**src/rtl/spi_pwm_pkg.sv**
```systemverilog
// Shared constants and helpers for the SPI-fed PWM register bank.
package spi_pwm_pkg;

   localparam int DATA_W = 8;

   typedef logic [DATA_W-1:0] byte_t;

   localparam byte_t ADDR_CTRL  = 8'h00;
   localparam byte_t ADDR_PRESC = 8'h01;
   localparam byte_t ADDR_DUTY0 = 8'h02;
   localparam byte_t ADDR_ID    = 8'h0F;

   localparam int    CTRL_CLR_BIT = 7;
   localparam byte_t CNT_MAX      = 8'hFF;

   // Address of the DUTY register that belongs to channel ch.
   function automatic byte_t duty_addr(input int ch);
      return ADDR_DUTY0 + DATA_W'(ch);
   endfunction

endpackage

```
**src/rtl/spi_wr_sync.sv**
```systemverilog
// Brings the SCLK-domain write strobe into clk and turns each rising edge into a 1-cycle pulse.
module spi_wr_sync (
   input  logic clk,
   input  logic rst,
   input  logic async_in,
   output logic pulse
);

   logic r_meta;
   logic r_sync;
   logic r_prev;

   // NOTE: flops use non-blocking assignments so each stage samples its pre-edge neighbour.
   always_ff @(posedge clk or posedge rst) begin
      if (rst) begin
         r_meta <= 1'b0;
         r_sync <= 1'b0;
         r_prev <= 1'b0;
      end else begin
         r_meta <= async_in;
         r_sync <= r_meta;
         r_prev <= r_sync;
      end
   end

   assign pulse = r_sync & ~r_prev;

endmodule

```
**src/rtl/spi_pwm_regbank.sv**
```systemverilog
// Register bank written from the SPI slave plus NUM_CH shadowed PWM outputs.
module spi_pwm_regbank
   import spi_pwm_pkg::*;
#(
   parameter int    NUM_CH   = 4,
   parameter byte_t ID_VALUE = 8'hA5
) (
   input  logic              clk,
   input  logic              rst,
   input  logic              spi_wr_en,
   input  logic [7:0]        spi_addr,
   input  logic [7:0]        spi_data_wr,
   output logic [7:0]        spi_data_rd,
   output logic [NUM_CH-1:0] pwm_out
);

   logic              w_wr_pulse;
   logic              w_clr;
   logic              w_tick;
   logic              w_wrap;
   logic              w_pcnt_restart;
   byte_t             w_rd_mux;
   logic [NUM_CH-1:0] w_pwm_next;

   byte_t             r_ctrl;
   byte_t             r_presc;
   byte_t             r_duty     [NUM_CH];
   byte_t             r_duty_act [NUM_CH];
   byte_t             r_pcnt;
   byte_t             r_cnt;
   byte_t             r_rd;
   logic [NUM_CH-1:0] r_pwm;

   spi_wr_sync u_wr_sync (
      .clk      (clk),
      .rst      (rst),
      .async_in (spi_wr_en),
      .pulse    (w_wr_pulse)
   );

   // Address and data are quasi-static while the strobe is high, so they are sampled directly.
   always_ff @(posedge clk or posedge rst) begin
      if (rst) begin
         r_ctrl  <= '0;
         r_presc <= '0;
         // NOTE: the DUTY array is small and its reset value is observable, so it is reset like any register.
         for (int ch = 0; ch < NUM_CH; ch++) begin
            r_duty[ch] <= '0;
         end
      end else if (w_wr_pulse) begin
         if (spi_addr == ADDR_CTRL) begin
            r_ctrl <= spi_data_wr;
         end
         if (spi_addr == ADDR_PRESC) begin
            r_presc <= spi_data_wr;
         end
         for (int ch = 0; ch < NUM_CH; ch++) begin
            if (spi_addr == duty_addr(ch)) begin
               r_duty[ch] <= spi_data_wr;
            end
         end
      end
   end

   always_comb begin
      // NOTE: the default comes first so every path assigns w_rd_mux and no latch is inferred.
      w_rd_mux = '0;
      if (spi_addr == ADDR_CTRL) begin
         w_rd_mux = r_ctrl;
      end
      if (spi_addr == ADDR_PRESC) begin
         w_rd_mux = r_presc;
      end
      if (spi_addr == ADDR_ID) begin
         w_rd_mux = ID_VALUE;
      end
      for (int ch = 0; ch < NUM_CH; ch++) begin
         if (spi_addr == duty_addr(ch)) begin
            w_rd_mux = r_duty[ch];
         end
      end
   end

   always_ff @(posedge clk or posedge rst) begin
      if (rst) begin
         r_rd <= '0;
      end else begin
         r_rd <= w_rd_mux;
      end
   end

   assign w_clr  = r_ctrl[CTRL_CLR_BIT];
   assign w_tick = !w_clr && (r_pcnt == r_presc);
   assign w_wrap = w_tick && (r_cnt == CNT_MAX);
   // A PRESC lowered below the running count restarts the prescaler instead of running out to 255.
   assign w_pcnt_restart = w_clr || (r_pcnt >= r_presc);

   always_ff @(posedge clk or posedge rst) begin
      if (rst) begin
         r_pcnt <= '0;
      end else if (w_pcnt_restart) begin
         r_pcnt <= '0;
      end else begin
         r_pcnt <= r_pcnt + 8'd1;
      end
   end

   always_ff @(posedge clk or posedge rst) begin
      if (rst) begin
         r_cnt <= '0;
      end else if (w_clr) begin
         r_cnt <= '0;
      end else if (w_tick) begin
         r_cnt <= r_cnt + 8'd1;
      end
   end

   // Active duty only changes at a period boundary or while cleared, so no runt pulses.
   always_ff @(posedge clk or posedge rst) begin
      if (rst) begin
         for (int ch = 0; ch < NUM_CH; ch++) begin
            r_duty_act[ch] <= '0;
         end
      end else if (w_clr || w_wrap) begin
         for (int ch = 0; ch < NUM_CH; ch++) begin
            r_duty_act[ch] <= r_duty[ch];
         end
      end
   end

   always_comb begin
      w_pwm_next = '0;
      for (int ch = 0; ch < NUM_CH; ch++) begin
         w_pwm_next[ch] = r_ctrl[ch] && !w_clr && (r_cnt < r_duty_act[ch]);
      end
   end

   always_ff @(posedge clk or posedge rst) begin
      if (rst) begin
         r_pwm <= '0;
      end else begin
         r_pwm <= w_pwm_next;
      end
   end

   assign spi_data_rd = r_rd;
   assign pwm_out     = r_pwm;

endmodule

```
**config.mk**
```make
export PLATFORM = sky130hd
export DESIGN_NAME = spi_pwm_regbank
export DESIGN_NICKNAME = d
export VERILOG_FILES = /design/src/rtl/spi_pwm_pkg.sv /design/src/rtl/spi_wr_sync.sv /design/src/rtl/spi_pwm_regbank.sv
export SDC_FILE = /design/constraint.sdc
export NUM_CORES = 1
export LEC_CHECK = 0
export ABC_AREA = 1
export BUFFER_PORTS_ARGS = -buffer_cell sky130_fd_sc_hd__buf_4
export CORE_MARGIN = 3
export CORE_UTILIZATION = 40
export CTS_CLUSTER_SIZE = 25
export DETAILED_ROUTE_END_ITERATION = 6
export PLACE_DENSITY_LB_ADDON = 0.12
export SYNTH_ARGS = -nofsm -noshare
export SYNTH_HDL_FRONTEND = slang
export SYNTH_HIERARCHICAL = 1
export SYNTH_SLANG_ARGS = --single-unit
```
**constraint.sdc**
```tcl
create_clock -name clk -period 3.6 [get_ports clk]
set_clock_uncertainty 0.1 [all_clocks]
set_input_delay 0.36 -clock clk [delete_from_list [all_inputs] [get_ports clk]]
set_output_delay 0.36 -clock clk [all_outputs]
set_load 0.02 [all_outputs]
```
==> results of run 1 <==
## power breakdown
part	switching [mW]	internal, mW
Sequential	0.144	1.31
Clock	0.468	0.544
Combinational	0.385	0.284
Total	0.997	2.14
## synthesized netlist by cell type, drive strengths merged
cell type / instances
a21oi: 24
xor2: 4
o21a: 5
nand3: 26
dfrtp: 111
ha: 38
nor2: 38
clkbuf: 1
nand2: 173
nor3: 4
buf: 13
xnor2: 2
inv: 65
nand4: 16
or2: 4
o21ai: 88
a211oi: 6
nor3b: 1
## worst max path at each step
stage | cells after the start | start | endpoint
after floorplan | 1 | rst | pwm_out[0]$_DFF_PP0_
after detailed placement | 10 | r_presc[7]$_DFFE_PP0P_ | r_duty_act[1]$_DFFE_PP0P_
after global placement | 9 | r_pcnt[3]$_DFF_PP0_ | r_duty_act[30]$_DFFE_PP0P_
after global routing | 10 | r_presc[7]$_DFFE_PP0P_ | r_duty_act[30]$_DFFE_PP0P_
final | 10 | r_presc[7]$_DFFE_PP0P_ | r_duty_act[29]$_DFFE_PP0P_
after CTS | 10 | r_presc[7]$_DFFE_PP0P_ | r_duty_act[29]$_DFFE_PP0P_
## registers in the layout, indices dropped and copies added (netlist names)
signal / flops
u_wr_sync/r_prev: 1
u_wr_sync/r_meta: 1
r_duty_act: 32
r_cnt: 8
r_ctrl: 8
pwm_out: 4
r_duty: 32
u_wr_sync/r_sync: 1
r_presc: 8
r_pcnt: 8
spi_data_rd: 8
## per-stage QoR
stage	cell area (um2)	power (mW)	util [%]	setup WS, ns	hold slack [ns]
finish	6181	3.140	46.31	1.069	0.2546
global route	6181	3.339	46.31	0.7747	0.2705
CTS	6181	3.183	46.31	1.056	0.2433
detailed placement	5864	2.160	43.94	1.060	0.1599
global placement	5864	2.120	43.94	1.150	0.1564
floorplan	5488	1.922	-	0.2944	0.01364
## logic make-up after synthesis
| family | Yosys count |
|---|---|
| AO/OA/AOI/OAI | 123 |
| buffers and inverters | 79 |
| XOR/XNOR | 6 |
| flip-flops | 111 |
| adder cells (fa/ha/maj) | 38 |
| AND/OR/NAND/NOR | 262 |
## layer usage
metal | routed length (um) | vias to the layer above | global-route usage [%]
met4 | 346 | 0 | 8.443
met2 | 5907 | 81 | 28.95
li1 | - | 2098 | -
met1 | 6290 | 2016 | 26.03
met5 | 0 | - | 0
met3 | 463 | 19 | 2.608
## worst max-delay path, delay by kind of cell (launching register included)
family / cells / cell delay, ns
AO/OA/AOI/OAI: 1 / 0.12
buffers and inverters: 2 / 0.16
AND/OR/NAND/NOR: 6 / 1.42
flip-flops: 1 / 0.36
adder cells (fa/ha/maj): 1 / 0.29
## cell type report
class,count,area [um2]
Clock buffer,10,229.0
Clock inverter,6,67.56
Multi-Input combinational cell,429,2375
Fill cell,1354,7167
Inverter,65,246.5
Tap cell,176,220.2
Sequential cell,111,2778
Timing Repair Buffer,33,265.3
==> key figures, run 1 <==
Placement
  • Gpl congestion: ~0.85
  • Cell Count Post-Placement: 812
  • DP Wirelength: around 9600 um
  • Port buffer count: 30

STA
  • Relative slew slack: between 30% and 40%
  • Fmax: ~400 MHz
  • Setup Total Neg Slack: 0 ns
  • Final Hold Viols: 0
  • Worst-Margin Slew: about 0.90 ns
  • RSZ-0062 raised after global routing: no
  • Pins Over Slew Limit: 0
  • Final Cycle Share: 70.29%
  • # setup viols final: 0
  • Crit path time final: ~2.5 ns

Clocking
  • Worst skew pair latency: 0.36 ns
  • Clock Sink Count: around 110
  • TritonCTS Buffers: 9
  • Worst-path clk slew: about 0.070 ns
  • Root buffer cell: clkbuf_16
  • CTS tree: yes
  • Post-CTS setup buffer count: 0
  • Hold_buf cts: 2
  • H-tree depth: 3
  • Resized cells post-CTS: 0
  • CTS Buffer Depth: 2

Floorplanning
  • Initial core utilization: approximately two fifths
  • DIE AREA: roughly 15,000 um2
  • Die Ht: 123.1 um
  • IO Count: 31
  • Row count: 42
  • Die W: around 120 um
  • Core Area: between 10,000 and 15,000 um2

Drt
  • WL per Instance: around 16 um
  • Post-DR vias/cell: between 5 and 6
  • Iteration-0 DRC count of the detailed router: between 150 and 200
  • Via count: ~4.2k
  • Antenna-violating nets left: 0
  • WL final: about 13,000 um
  • Drt first pass iters: 4
  • # DRC: 0

Worst setup path
  • Critical path class: flop to flop
  • CP arrival: between 2 and 3 ns
  • Worst r2r dst: r_duty_act[29]$_DFFE_PP0P_
  • Critical path's slowest cell: nand2_2
  • Worst R2R Setup Slack: around 1.1 ns
  • Critical Path Sink Type: flop
  • Reg2reg path depth: 10
  • Critical path fanouts, max: 60
  • Worst path max stage delay: between 0.7 and 0.8 ns
  • CP Cell Sequence: inv_1 > ha_1 > nand2_1 > nor2_1 > nand2_2 > inv_2 > nand3_2 > nand2_2 > nand2_1 > o21ai_1
  • Worst R2R Start: r_presc[7]$_DFFE_PP0P_
  • Startpoint Class: flop
  • Critical Path RT: 3.77 ns

Synth
  • YS warnings: 6
  • Cell area after synthesis: 5488 um2
  • Synth Area per Inst: just under 9 um2
  • Top cell type's share of synthesized area: between 50 and 60%
  • Mux contribution to synthesized area: 0%
  • Largest family of logic cells by synthesized area: simple AND/OR/NAND/NOR gates
  • Largest cells by area after synthesis: dfrtp_1 (51%), nand2_1 (11%), ha_1 (8.7%)
  • Yosys reg bits: 111
  • Post-synthesis compound-gate area fraction: between 10 and 15%
  • Post-Synth XOR/XNOR Area: 0.9576%
  • Post-Synth Adder-Cell Area: under 10%
  • Yosys cell types: 30
  • Cell count after synthesis: slightly above 600
  • Area leader, netlist: dfrtp_1
  • Syn_nets: ~680
  • Synth Area in Simple Gates: a little over a fifth
  • Share of the yosys chip area belonging to registers: roughly half

Pwr
  • Leakage: 2.924 nW
  • Pwr Density: between 500 and 600 nW/um2
  • Peak supply drop: between 0.2 and 0.25 mV

Job
  • Max Cap Viol: 0

Min path
  • Hold Crit Class: input port to flop
  • Hold path depth: 3
  • Hold Path Sink: r_duty[3]$_DFFE_PP0P_
  • Hold_sp: spi_data_wr[3]

Final layout
  • Diodes inserted: 0
  • Nets: around 710
  • Non-Filler Instances: between 800 and 900
  • Share of cells above drive strength 1: a little under an eighth
  • Commonest non-fill, non-tap cell in the layout: nand2_1
  • Layout area overhead: 12.63%
  • Most frequent cells in the layout: nand2_1 (162), dfrtp_1 (111), o21ai_0 (62)

Global routing
  • Initial antenna violation count: 0
  • GR Overflow Total: 0
  • Vias in the first global route: between 4k and 5k
  • Largest net degree at the start of global routing: slightly below 90
  • First-pass GRT wire length: roughly 21,000 um
  • GRT Total Usage: 18.66%

Run status
  • Outcome: finished, final reports clean
No activity file was read; power rests on OpenSTA's default activity.
==> run 2, diff against run 1 <==
Clock period 3.6 ns to 2.6 ns, I/O delays scaled along.
==> run 2 against run 1 <==
  * Worst hold slack lost 0.10 ns
  * Sequential cell count is the same
  * Largest cell class unchanged
  * First-iteration DRC count is 51% higher
  * Power rose by 40%
  * Global-route usage rose by 0.30 points
  * Clock-buffer cell count is 1 lower
  * Routed wire length is 2.8% higher
  * Sequential share of layout area decreased by 0.31 points
  * Sequential power is 38% higher
  * Final cell count rose by 0.36%
==> key figures, run 2 (synthesis results as in run 1) <==
Run status
  • Outcome: finished, final reports clean (unchanged)

Final layout
  • Multi-input gate area: 2375 um2 (unchanged)
  • Nets: 709 (was 706)
  • Total area of sequential cells: 2778 um2 (unchanged)
  • Diodes inserted: 0 (unchanged)
  • Most frequent cells in the layout: nand2_1 (162), dfrtp_1 (111), o21ai_0 (62) (unchanged)
  • Largest regs: r_duty x32, r_duty_act x32 (unchanged)
  • Fillers: 1,308 (was 1,354)
  • Commonest non-fill, non-tap cell in the layout: nand2_1 (unchanged)
  • Layout area overhead: 13.41% (was 12.63%)
  • Share of cells above drive strength 1: 12.48% (was 11.93%)

Drt
  • # DRC: 0 (unchanged)
  • Via count: 4,151 (was 4,214)
  • WL final: 13,370 um (was 13,010 um)
  • Antenna-violating nets left: 0 (unchanged)
  • Drt first pass iters: 5 (was 4)
  • Iteration-0 DRC count of the detailed router: 298 (was 198)
  • WL per Instance: 16.05 um (was 15.67 um)
  • Post-DR vias/cell: 4.983 (was 5.077)

STA
  • # setup viols final: 0 (unchanged)
  • Setup Total Neg Slack: 0 ns (unchanged)
  • Crit path time final: 2.207 ns (was 2.531 ns)
  • Worst-Margin Slew: 0.5967 ns (was 0.9027 ns)
  • RSZ-0062 raised after global routing: no (unchanged)
  • Fmax: 453.0 MHz (was 395.2 MHz)
  • Final Hold Viols: 0 (unchanged)
  • Final Cycle Share: 84.90% (was 70.29%)
  • Relative slew slack: 59.80% (was 39.61%)
  • Pins Over Slew Limit: 0 (unchanged)

Worst setup path
  • Critical Path Sink Type: flop (unchanged)
  • Worst r2r dst: r_duty_act[5]$_DFFE_PP0P_ (was r_duty_act[29]$_DFFE_PP0P_)
  • Reg2reg path depth: 10 (unchanged)
  • Critical path class: flop to flop (unchanged)
  • CP arrival: 2.38 ns (was 2.70 ns)
  • Worst R2R Start: r_pcnt[3]$_DFF_PP0_ (was r_presc[7]$_DFFE_PP0P_)
  • Startpoint Class: flop (unchanged)
  • Setup crit end: r_duty_act[5]$_DFFE_PP0P_ (was r_duty_act[29]$_DFFE_PP0P_)
  • Critical Path RT: 2.77 ns (was 3.77 ns)
  • Worst R2R Setup Slack: 0.39 ns (was 1.07 ns)
  • Critical path fanouts, max: 46 (was 60)
  • CP Launch Point: r_pcnt[3]$_DFF_PP0_ (was r_presc[7]$_DFFE_PP0P_)

Global routing
  • GR Overflow Total: 0 (unchanged)
  • GRT Total Usage: 18.96% (was 18.66%)
  • Largest net degree at the start of global routing: 92 (was 89)
  • Vias in the first global route: 4,002 (was 4,031)
  • Initial antenna violation count: 0 (unchanged)
  • First-pass GRT wire length: 21,620 um (was 21,290 um)

Floorplanning
  • DIE AREA: 15,160 um2 (unchanged)
  • Die W: 123.1 um (unchanged)
  • IO Count: 31 (unchanged)
  • Row count: 42 (unchanged)
  • Core Area: 13,350 um2 (unchanged)
  • Initial core utilization: 41.11% (unchanged)
  • Die Ht: 123.1 um (unchanged)

Clocking
  • CTS tree: yes (unchanged)
  • Resized cells post-CTS: 0 (unchanged)
  • Clock Sink Count: 111 (unchanged)
  • Worst-path clk slew: 0.08 ns (was 0.07 ns)
  • H-tree depth: 3 (unchanged)
  • Root buffer cell: clkbuf_16 (unchanged)
  • TritonCTS Buffers: 9 (unchanged)
  • Worst skew pair latency: 0.35 ns (was 0.36 ns)
  • CTS Buffer Depth: 2 (unchanged)

Job
  • Max Cap Viol: 0 (unchanged)

Pwr
  • Total power draw: 4.384 mW (was 3.140 mW)
  • Leakage: 2.945 nW (was 2.924 nW)
  • Pwr Density: 704.4 nW/um2 (was 507.9 nW/um2)
  • Peak supply drop: 0.2925 mV (was 0.2320 mV)

Min path
  • Hold Crit Class: input port to flop (unchanged)

Placement
  • DP Wirelength: 9723 um (was 9636 um)
  • Port buffer count: 30 (unchanged)
  • Gpl congestion: 0.8006 (was 0.8501)
## run 2: per-layer routing
layer	part of all wire, %	vias up	GRT usage, %
met5	0	-	0
met4	1.8	0	6.851
met3	2.8	14	2.516
met2	46	67	29.49
met1	49	1964	27.19
li1	-	2106	-
## run 2: how the worst min path moves through the flow
stage / startpoint / end / slack (ns) / depth (start not counted)
3_5_place_dp: rst / u_wr_sync/r_meta$_DFF_PP0_ / 0.06 / 2
5_1_grt: spi_data_wr[3] / r_duty[3]$_DFFE_PP0P_ / 0.16 / 3
3_3_place_gp: rst / u_wr_sync/r_meta$_DFF_PP0_ / 0.05 / 2
4_1_cts: spi_data_wr[3] / r_duty[3]$_DFFE_PP0P_ / 0.15 / 3
2_1_floorplan: rst / u_wr_sync/r_meta$_DFF_PP0_ / -0.09 / 1
6_report: spi_data_wr[3] / r_duty[3]$_DFFE_PP0P_ / 0.15 / 3
## run 2: layout make-up
cell class | count | share of cell area, %
clock buffers | 9 | 3.619
clock inverters | 7 | 1.246
inverters | 65 | 3.981
multi-input cells | 429 | 38.16
flip-flops and latches | 111 | 44.63
well taps | 176 | 3.538
repair buffers | 36 | 4.825
## run 2: report_power, final
part | internal [mW] | leakage, nW | total, mW | switching, mW
clock network | 0.761 | 0.147 | 1.43 | 0.672
logic | 0.396 | 1.27 | 0.927 | 0.531
registers | 1.82 | 1.52 | 2.02 | 0.205
total | 2.98 | 2.94 | 4.38 | 1.41
## run 2: through the flow
stage / area [um2] / cells / hold WS (ns) / util, % / setup slack [ns]
6_report: 6223 / 833 / 0.1503 / 46.63 / 0.3926
5_1_grt: 6223 / 833 / 0.1641 / 46.63 / 0.2103
3_3_place_gp: 5901 / 815 / 0.05441 / 44.21 / 0.5155
3_5_place_dp: 5901 / 815 / 0.05793 / 44.21 / 0.4037
4_1_cts: 6223 / 833 / 0.1489 / 46.63 / 0.3826
2_1_floorplan: 5492 / 619 / -0.08636 / - / 0.8506
## run 2: worst max-delay path, cell delays in order (launching register included)
cell	delay (ns)
dfrtp_1	0.43
ha_1	0.31
nand2_1	0.07
nor2_1	0.16
nand2_2	0.14
inv_2	0.11
nand3_2	0.14
nand2_2	0.25
buf_12	0.24
nand2_1	0.08
o21ai_0	0.08
## run 2: timing repair
action,4_1_cts,5_1_grt
hold buffers,2,0
setup buffers,0,0
hold endpoints to repair,21,0
==> run 3, diff against run 2 <==
Clock period 2.6 ns to 2.07 ns, I/O delays scaled along.
==> run 3 against run 2 <==
  * Combinational power is 32% higher
  * Routed wire length is 3.7% higher
  * Register-to-register slack worse by 0.29 ns
  * Final cell count is 0.96% higher
  * Fmax is 12% higher
  * Clock-buffer cell count is 2 higher
  * Clock power is 34% higher
  * Core utilization is 1.1 points higher
==> key figures, run 3 (synthesis results as in run 1) <==
Run status
  • Outcome: finished, final reports clean (unchanged)

Placement
  • Gpl congestion: 0.8215 (was 0.8006)
  • DP Wirelength: 9652 um (was 9723 um)
  • Port buffer count: 30 (unchanged)

Global routing
  • Vias in the first global route: 4,206 (was 4,002)
  • Largest net degree at the start of global routing: 109 (was 92)
  • Initial antenna violation count: 0 (unchanged)
  • GR Overflow Total: 0 (unchanged)
  • GRT Total Usage: 19.03% (was 18.96%)
  • First-pass GRT wire length: 21,950 um (was 21,620 um)

Worst setup path
  • CP arrival: 2.09 ns (was 2.38 ns)
  • Critical Path RT: 2.20 ns (was 2.77 ns)
  • CP dominant cell by count: nand2_4
  • Critical path fanouts, max: 15 (was 46)
  • Critical Path Sink Type: flop (unchanged)
  • Startpoint Class: flop (unchanged)
  • Worst path max stage delay: 0.35 ns (was 0.43 ns)
  • Critical path class: flop to flop (unchanged)
  • CP Cell Sequence: inv_1 > ha_1 > nand2_1 > nor2_2 > nand2_4 > inv_2 > nand3_2 > nand2_4 > buf_6 > o21ai_0 (was ha_1 > nand2_1 > nor2_1 > nand2_2 > inv_2 > nand3_2 > nand2_2 > buf_12 > nand2_1 > o21ai_0)
  • Critical path's slowest cell: dfrtp_1 (unchanged)

Drt
  • WL per Instance: 16.48 um (was 16.05 um)
  • Drt first pass iters: 5 (unchanged)
  • Post-DR vias/cell: 5.144 (was 4.983)
  • Via count: 4,326 (was 4,151)
  • # DRC: 0 (unchanged)
  • Iteration-0 DRC count of the detailed router: 391 (was 298)
  • Antenna-violating nets left: 0 (unchanged)
  • WL final: 13,860 um (was 13,370 um)

Pwr
  • Leakage: 3.014 nW (was 2.945 nW)
  • Total power draw: 5.647 mW (was 4.384 mW)
  • Peak supply drop: 0.3861 mV (was 0.2925 mV)
  • Pwr Density: 886.2 nW/um2 (was 704.4 nW/um2)

STA
  • Fmax: 509.2 MHz (was 453.0 MHz)
  • Min Hold Slack: 0.1149 ns (was 0.1503 ns)
  • # setup viols final: 0 (unchanged)
  • Final Cycle Share: 94.87% (was 84.90%)
  • Worst-Margin Slew: 0.5800 ns (was 0.5967 ns)
  • Relative slew slack: 61.33% (was 59.80%)
  • Crit path time final: 1.964 ns (was 2.207 ns)
  • Pins Over Slew Limit: 0 (unchanged)
  • Final Hold Viols: 0 (unchanged)

Floorplanning
  • Core Area: 13,350 um2 (unchanged)
  • DIE AREA: 15,160 um2 (unchanged)
  • Die W: 123.1 um (unchanged)
  • IO Count: 31 (unchanged)
  • Initial core utilization: 41.11% (unchanged)
  • Die Ht: 123.1 um (unchanged)
  • Row count: 42 (unchanged)

Min path
  • Hold Crit Class: input port to flop (unchanged)

Job
  • Max Cap Viol: 0 (unchanged)

Final layout
  • Share of cells above drive strength 1: 13.83% (was 12.48%)
  • Largest regs: r_duty x32, r_duty_act x32 (unchanged)
  • Layout area overhead: 16.12% (was 13.41%)
  • Commonest non-fill, non-tap cell in the layout: nand2_1 (unchanged)
  • Most frequent cells in the layout: nand2_1 (162), dfrtp_1 (111), o21ai_0 (62) (unchanged)
  • Fillers: 1,305 (was 1,308)
  • Nets: 717 (was 709)
  • Diodes inserted: 0 (unchanged)

Clocking
  • TritonCTS Buffers: 9 (unchanged)
  • Worst-path clk slew: 0.07 ns (was 0.08 ns)
  • H-tree depth: 3 (unchanged)
  • Clock Sink Count: 111 (unchanged)
  • CTS tree: yes (unchanged)
  • CTS Buffer Depth: 2 (unchanged)
  • Worst skew pair latency: 0.35 ns (about the same)
  • Root buffer cell: clkbuf_16 (unchanged)
-- run 3: final timing paths --
kind	cells after the start	to	slack, ns	start
worst min-delay path	3	r_duty[1]$_DFFE_PP0P_	0.11	spi_data_wr[1]
worst max-delay path	10	r_duty_act[23]$_DFFE_PP0P_	0.11	r_presc[3]$_DFFE_PP0P_
worst min register to register	0	u_wr_sync/r_sync$_DFF_PP0_	0.26	u_wr_sync/r_meta$_DFF_PP0_
min in group asynchronous	3	u_wr_sync/r_sync$_DFF_PP0_	0.20	rst
worst max register to register	10	r_duty_act[23]$_DFFE_PP0P_	0.11	r_presc[3]$_DFFE_PP0P_
max in group asynchronous	4	pwm_out[1]$_DFF_PP0_	0.94	rst
-- run 3: final cells by class --
cell class	instances	area [um2]	share of cell area, %
Timing Repair Buffer	44	399.1	6.264
Tap cell	176	220.2	3.456
Clock buffer	11	252.7	3.966
Clock inverter	5	80.08	1.257
Inverter	65	247.7	3.888
Sequential cell	111	2778	43.59
Multi-Input combinational cell	429	2395	37.58
-- run 3: metrics by stage --
step                       TNS, ns  utilization, %  worst slack [ns]  instance area (um2)  cells
after global placement           0           44.49            0.1160                 5938    820
final                            0           47.74            0.1061                 6372    841
after global routing      -0.04153           47.74          -0.01844                 6372    841
after CTS                        0           47.15           0.05426                 6294    838
after detailed placement         0           44.49           0.02029                 5938    820
after floorplan                  0               -            0.3206                 5492    619
-- run 3: what timing repair did --
item,4_1_cts,5_1_grt
gates cloned,0,3
hold buffers,2,0
buffers inserted,0,0
setup endpoints to repair,1,37
hold endpoints to repair,112,0
gates resized for setup,1,4
-- run 3: worst max-delay path, delay by kind of cell, from the launching register on --
kind,cells,cell delay (ns)
AOI/OAI and AO/OA,1,0.10
adders and majority gates,1,0.31
and+or+nand+nor,5,0.62
buffers and inverters,3,0.37
DFF,1,0.35
-- run 3: per-layer routing --
metal | track usage (%) | wire [um] | vias to the layer above
met1 | 26.41 | 6545 | 2111
met2 | 30.62 | 6581 | 85
met4 | 4.844 | 235 | 0
met5 | 0 | 0 | -
met3 | 3.888 | 496 | 17
li1 | - | - | 2113
-- run 3: power breakdown --
part | switching [mW] | internal, mW | total, mW
sequential | 0.228 | 2.29 | 2.51
clock | 0.789 | 1.13 | 1.91
combinational | 0.698 | 0.521 | 1.22
total | 1.71 | 3.93 | 5.65
